==> src/rtl/rf_pkg.sv <==
// Shared types, constants and write-port arbitration for the multi-port
// register file and its scoreboard.
package rf_pkg;

    localparam int XLEN_DEF       = 32;
    localparam int REG_ADDR_W_DEF = 5;
    localparam int ZERO_REG       = 0;

    // Arbitration works on port/address vectors widened to these
    // maxima so one function serves every instance size.
    localparam int MAX_WR   = 8;
    localparam int MAX_AW   = 8;
    localparam int WR_IDX_W = $clog2(MAX_WR);

    typedef logic [MAX_AW-1:0] ext_addr_t;

    typedef struct packed {
        logic                hit;
        logic [WR_IDX_W-1:0] idx;
    } wr_win_t;

    // Highest-index enabled port writing addr wins; x0 never hits.
    function automatic wr_win_t wr_winner(
        input logic      [MAX_WR-1:0] we,
        input ext_addr_t [MAX_WR-1:0] waddr,
        input ext_addr_t              addr
    );
        wr_win_t r;
        r = '0;
        if (addr != ext_addr_t'(ZERO_REG)) begin
            for (int k = 0; k < MAX_WR; k++) begin
                if (we[k] && (waddr[k] == addr)) begin
                    r.hit = 1'b1;
                    r.idx = WR_IDX_W'(k);
                end
            end
        end
        return r;
    endfunction

endpackage

==> src/rtl/rf_scoreboard.sv <==
// Pending-producer bit per register. Ports: clk, reset_n, set_i/set_addr_i
// (issue), clr_i (writeback clears), flush_i, q_addr_i -> q_pend_o (lookups).
module rf_scoreboard
    import rf_pkg::*;
#(
    parameter int ADDR_WIDTH = REG_ADDR_W_DEF,
    parameter int NUM_Q      = 3
) (
    input  logic                        clk,
    input  logic                        reset_n,
    input  logic                        set_i,
    input  logic [ADDR_WIDTH-1:0]       set_addr_i,
    input  logic [(2**ADDR_WIDTH)-1:0]  clr_i,
    input  logic                        flush_i,
    input  logic [NUM_Q*ADDR_WIDTH-1:0] q_addr_i,
    output logic [NUM_Q-1:0]            q_pend_o
);

    localparam int DEPTH = 2**ADDR_WIDTH;

    logic [DEPTH-1:0] pend_q;
    logic [DEPTH-1:0] pend_d;

    // Flush beats everything; a new producer beats a same-cycle clear.
    always_comb begin
        pend_d = pend_q;
        if (flush_i) begin
            pend_d = '0;
        end else begin
            pend_d = pend_q & ~clr_i;
            if (set_i && (set_addr_i != '0)) begin
                pend_d[set_addr_i] = 1'b1;
            end
        end
        pend_d[ZERO_REG] = 1'b0;
    end

    always_ff @(posedge clk or negedge reset_n) begin
        if (!reset_n) begin
            pend_q <= '0;
        end else begin
            pend_q <= pend_d;
        end
    end

    for (genvar j = 0; j < NUM_Q; j++) begin : g_q
        assign q_pend_o[j] = pend_q[q_addr_i[j*ADDR_WIDTH +: ADDR_WIDTH]];
    end

endmodule

==> src/rtl/reg_file_mp.sv <==
// Multi-port integer register file with scoreboard and optional bypass.
// Ports: we/waddr/wdata (NUM_WR write ports), raddr -> rdata/rd_pending
// (NUM_RD async reads), sb_set/sb_addr/sb_flush (scoreboard control).
module reg_file_mp
    import rf_pkg::*;
#(
    parameter int XLEN       = XLEN_DEF,
    parameter int ADDR_WIDTH = REG_ADDR_W_DEF,
    parameter int NUM_RD     = 3,
    parameter int NUM_WR     = 2,
    parameter int BYPASS     = 1
) (
    input  logic                         clk,
    input  logic                         reset_n,
    input  logic [NUM_WR-1:0]            we,
    input  logic [NUM_WR*ADDR_WIDTH-1:0] waddr,
    input  logic [NUM_WR*XLEN-1:0]       wdata,
    input  logic [NUM_RD*ADDR_WIDTH-1:0] raddr,
    output logic [NUM_RD*XLEN-1:0]       rdata,
    output logic [NUM_RD-1:0]            rd_pending,
    input  logic                         sb_set,
    input  logic [ADDR_WIDTH-1:0]        sb_addr,
    input  logic                         sb_flush
);

    localparam int DEPTH = 2**ADDR_WIDTH;

    logic [XLEN-1:0] mem_q [DEPTH];
    logic [XLEN-1:0] mem_d [DEPTH];

    logic [MAX_WR-1:0]            we_ext;
    ext_addr_t [MAX_WR-1:0]       wa_ext;
    logic [XLEN-1:0]              wd_arr [MAX_WR];
    logic [DEPTH-1:0]             clr;
    logic [NUM_RD-1:0]            q_pend;

    // Widen the write ports to the arbiter's fixed size; spare ports idle.
    for (genvar k = 0; k < MAX_WR; k++) begin : g_wr
        if (k < NUM_WR) begin : g_on
            assign we_ext[k] = we[k];
            assign wa_ext[k] = ext_addr_t'(waddr[k*ADDR_WIDTH +: ADDR_WIDTH]);
            assign wd_arr[k] = wdata[k*XLEN +: XLEN];
        end else begin : g_off
            assign we_ext[k] = 1'b0;
            assign wa_ext[k] = '0;
            assign wd_arr[k] = '0;
        end
    end

    // Ascending port order lets the highest index overwrite earlier ones.
    always_comb begin
        mem_d = mem_q;
        for (int k = 0; k < NUM_WR; k++) begin
            if (we[k]) begin
                mem_d[waddr[k*ADDR_WIDTH +: ADDR_WIDTH]] =
                    wdata[k*XLEN +: XLEN];
            end
        end
        mem_d[ZERO_REG] = '0;
    end

    always_ff @(posedge clk or negedge reset_n) begin
        if (!reset_n) begin
            for (int i = 0; i < DEPTH; i++) begin
                mem_q[i] <= '0;
            end
        end else begin
            mem_q <= mem_d;
        end
    end

    always_comb begin
        clr = '0;
        for (int k = 0; k < NUM_WR; k++) begin
            if (we[k]) begin
                clr[waddr[k*ADDR_WIDTH +: ADDR_WIDTH]] = 1'b1;
            end
        end
        clr[ZERO_REG] = 1'b0;
    end

    rf_scoreboard #(
        .ADDR_WIDTH (ADDR_WIDTH),
        .NUM_Q      (NUM_RD)
    ) u_sb (
        .clk        (clk),
        .reset_n    (reset_n),
        .set_i      (sb_set),
        .set_addr_i (sb_addr),
        .clr_i      (clr),
        .flush_i    (sb_flush),
        .q_addr_i   (raddr),
        .q_pend_o   (q_pend)
    );

    for (genvar j = 0; j < NUM_RD; j++) begin : g_rd
        logic [ADDR_WIDTH-1:0] ra;
        wr_win_t               win;
        logic                  byp_hit;
        logic                  same_set;
        logic [XLEN-1:0]       rd_val;

        assign ra       = raddr[j*ADDR_WIDTH +: ADDR_WIDTH];
        assign win      = wr_winner(we_ext, wa_ext, ext_addr_t'(ra));
        assign byp_hit  = (BYPASS != 0) && win.hit;
        assign same_set = sb_set && (sb_addr == ra);
        assign rd_val   = byp_hit ? wd_arr[win.idx] : mem_q[ra];

        // Held at zero in reset so a bypassed write cannot leak through.
        assign rdata[j*XLEN +: XLEN] = reset_n ? rd_val : '0;
        // A retiring producer unmasks early unless a new one is issuing.
        assign rd_pending[j] = reset_n && q_pend[j]
                               && !(byp_hit && !same_set);
    end

endmodule

==> config.mk <==
export PLATFORM = sky130hd
export DESIGN_NAME = reg_file_mp
export DESIGN_NICKNAME = d
export VERILOG_FILES = /design/src/rtl/rf_pkg.sv /design/src/rtl/rf_scoreboard.sv /design/src/rtl/reg_file_mp.sv
export SDC_FILE = /design/constraint.sdc
export NUM_CORES = 2
export LEC_CHECK = 0
export BUFFER_PORTS_ARGS = -buffer_cell sky130_fd_sc_hd__buf_2
export CAP_MARGIN = 20
export CORE_ASPECT_RATIO = 0.7
export CORE_MARGIN = 1
export CORE_UTILIZATION = 30
export DETAILED_ROUTE_END_ITERATION = 6
export PLACE_DENSITY = 0.51
export SYNTH_ARGS = -nofsm -noshare
export SYNTH_HDL_FRONTEND = slang
export SYNTH_HIERARCHICAL = 1
export SYNTH_SLANG_ARGS = --single-unit
==> constraint.sdc <==
create_clock -name clk -period 3.3 [get_ports clk]
set_clock_uncertainty 0.1 [all_clocks]
set_input_delay 0.495 -clock clk [delete_from_list [all_inputs] [get_ports clk]]
set_output_delay 0.495 -clock clk [all_outputs]
set_load 0.005 [all_outputs]
==> Flow_metrics.wiki <==
{| class="wikitable"
! Metric !! Value
|-
| Upper clock frequency limit || 293 MHz
|-
| Switching share of power || 34.7%
|-
| Clk sink count || 1023
|-
| Tightest Pin Transition || 1270 ps
|-
| Met1 usage in global routing || 38.8%
|-
| Standard-cell rows || 153
|-
| Leakage power figure || 38.1 nW
|-
| Period minus WS final || 3410 ps
|-
| Total half-perimeter wirelength after legalization and detailed placement || 236 mm
|-
| Internal power || 32.5 mW
|-
| Met2 Resource Use GR || 40.9%
|-
| Endpoint required time on the critical path || 2700 ps
|-
| Detailed-route vias per instance || 6.24
|-
| Combinational Power Share || 32.0%
|-
| Worst hold path type || in -> reg
|-
| Run status || finished with violations
|-
| Synthesized area divided by synthesized cell count || 10.4 µm²
|-
| Final Slew Violations || 0
|-
| Chip Height || 422 µm
|-
| Capturing element type of the critical path || primary output
|-
| Share of total power in the clock network || 28.9%
|-
| Die boundary width || 601 µm
|-
| Busiest metal layer after global routing || met2
|-
| Fillers || 24400
|-
| Power per Cell Area || 547 mW/mm²
|-
| Total Nets Final || 7492
|-
| GRT Overall Usage || 28.8%
|-
| CP Launch Type || input pin
|-
| Reg-to-reg endpoint || mem_q[488]
|-
| Count of cells along the worst register-to-register path || 3
|-
| Initial DRT Pass Iterations || 6
|-
| Startpoint of the worst setup timing path || raddr[6]
|-
| Non-Filler Instances || 10800
|-
| Area Overhead vs Synth || 20.6%
|-
| Switching power || 17.3 mW
|-
| Final count of hold timing violations || 0
|-
| Met3 routing resource usage after global routing || 8.94%
|-
| First-pass GRT wire length || 523 mm
|-
| GRT Residual Overflow || 0
|-
| Number of warnings issued by yosys || 6
|-
| Number of global-route vias before repair || 64900
|-
| Setup repair after global routing missed its margin || true
|-
| Violated checks || negative setup slack
|-
| Routability congestion estimate from global placement || 0.969
|-
| Worst path setup slack after routing || -114 ps
|-
| Data arrival time of the worst path || 2820 ps
|-
| Slew HR || 15.5%
|-
| Maximum number of pins on one net before global-route repair || 181
|-
| Longest Clk Path Bufs || 3
|-
| Post-route antenna net violation count || 0
|-
| Starting utilization of the core area || 30.3%
|-
| Die area || 0.253 mm²
|-
| Critical path peak fanout || 19
|-
| Footprint of the multi-input gates || 0.0472 mm²
|-
| Placed cell count || 10500
|-
| Final Setup Violations || 21
|-
| Sequential standard cell area || 0.0256 mm²
|-
| Mapped Nets || 7347
|-
| Gate count of the mapped netlist || 7247
|-
| CTS tree || yes
|-
| Count of boundary I/O pins || 199
|-
| Final clock period utilization by the worst path || 103%
|-
| Post-detailed-route DRC marker count || 0
|-
| Final instance area || 0.0909 mm²
|-
| Clk pin slew, worst setup/hold paths || 60 ps
|-
| Count of input and output buffers || 198
|-
| Share of final-layout standard cells stronger than drive strength 1 || 29.2%
|-
| Violation count after the first detailed-route iteration || 10100
|-
| Sequential share of power || 39.2%
|-
| Clk Latency, worst-skew pair || 830 ps
|-
| Summed instance area of the synthesized netlist || 0.0754 mm²
|-
| Via count || 67600
|-
| Number of H-tree levels || 3
|-
| Area of the core region || 0.249 mm²
|-
| CP endpoint || rdata[44]
|-
| Number of CTS-inserted buffers || 119
|-
| Total wirelength of the detailed-routed design || 377 mm
|-
| Total cell area at the placement stage || 0.0846 mm²
|-
| Reg2Reg Launch Point || mem_q[488]
|-
| Crit Path Class || in -> out
|-
| Per-cell routed wire length || 34.8 µm
|-
| Highest ir drop seen on vdd || 0.488 mV
|-
| Root buffer selected by CTS || sky130_fd_sc_hd__clkbuf_16
|-
| Setup slack of the most critical reg-to-reg path || 1860 ps
|-
| Initial antenna violation count || 28
|-
| Count of maximum capacitance violations || 0
|}
==> metrics by stage <==
| stage | hold slack, ps | TNS [ps] | util [%] | setup slack [ps] | power [mW] |
|---|---|---|---|---|---|
| 2_1_floorplan | 99.4 | 0 | - | 618 | 28.4 |
| 6_report | 24.1 | -602 | 36.5 | -114 | 49.7 |
| 5_1_grt | 33.4 | -766 | 36.5 | -70.7 | 51.6 |
| 3_3_place_gp | 389 | -12990 | 33.9 | -835 | 33.8 |
| 3_5_place_dp | 374 | -11900 | 33.9 | -499 | 34.4 |
| 4_1_cts | 0.704 | -368 | 36.3 | -74.6 | 49.2 |
==> sequential cells by signal, summed over array words and instances (netlist names) <==
signal and cells:
u_sb/pend_q 31, mem_q 992
==> routing by layer <==
metal / vias up / wire length, µm / part of all wire [%]
met2: 4824 / 156000 / 41
met3: 1109 / 46000 / 12
li1: 27400 / - / -
met1: 34300 / 150000 / 40
met4: 14 / 24400 / 6.5
met5: - / 75 / 0.020
==> repair_timing <==
action,in CTS,in global routing
setup buffers,36,27
gates resized for setup,212,98
pin swaps,49,51
gates cloned,4,1
hold buffers,15,0
hold endpoints to repair,47,0
endpoints found under the setup margin,78,68
==> worst max-delay path: stages <==
cell                       delay (ps)
sky130_fd_sc_hd__buf_8            190
sky130_fd_sc_hd__or2_2            330
sky130_fd_sc_hd__o311a_4          390
sky130_fd_sc_hd__and2_2           300
sky130_fd_sc_hd__buf_12           190
sky130_fd_sc_hd__nor3_1           430
sky130_fd_sc_hd__a211oi_4         120
sky130_fd_sc_hd__buf_4            160
sky130_fd_sc_hd__buf_6            100
==> cell type report <==
class | instances | share of cell area (%)
Multi-Input combinational cell | 5275 | 51.9
Sequential cell | 1023 | 28.2
Timing Repair Buffer | 968 | 10.7
Tap cell | 3332 | 4.58
Clock buffer | 172 | 3.83
Clock inverter | 48 | 0.706
Antenna cell | 13 | 0.0358
Inverter | 5 | 0.0206
==> cell usage in the layout, fill, tap and decap left out, drive strengths merged, types with 98 or more instances in the layout <==
| master | n |
|---|---|
| a21oi | 652 |
| buf | 949 |
| nand2 | 534 |
| nor3 | 98 |
| mux2i | 1274 |
| dfrtp | 1023 |
| mux4 | 649 |
| o21ai | 604 |
| clkbuf | 175 |
| nor2 | 657 |
| a22oi | 131 |
==> power by group through the flow <==
stage                     registers (mW)  clock network [mW]  logic [mW]
final                               19.5                14.4        15.9
after global routing                19.9                14.9        16.8
after CTS                           19.3                14.5        15.4
after detailed placement            19.5                   0        14.9
after global placement              19.2                   0        14.6
after floorplan                     18.1                   0        10.3
==> worst min path at each step <==
stage | endpoint | start | cells past startpoint
floorplan | mem_q[0] | reset_n | 0
detailed placement | mem_q[692] | reset_n | 1
global route | mem_q[457] | wdata[9] | 3
global placement | mem_q[692] | reset_n | 1
CTS | mem_q[457] | wdata[9] | 3
finish | mem_q[457] | wdata[9] | 3
(Power assumes the default switching activity.)
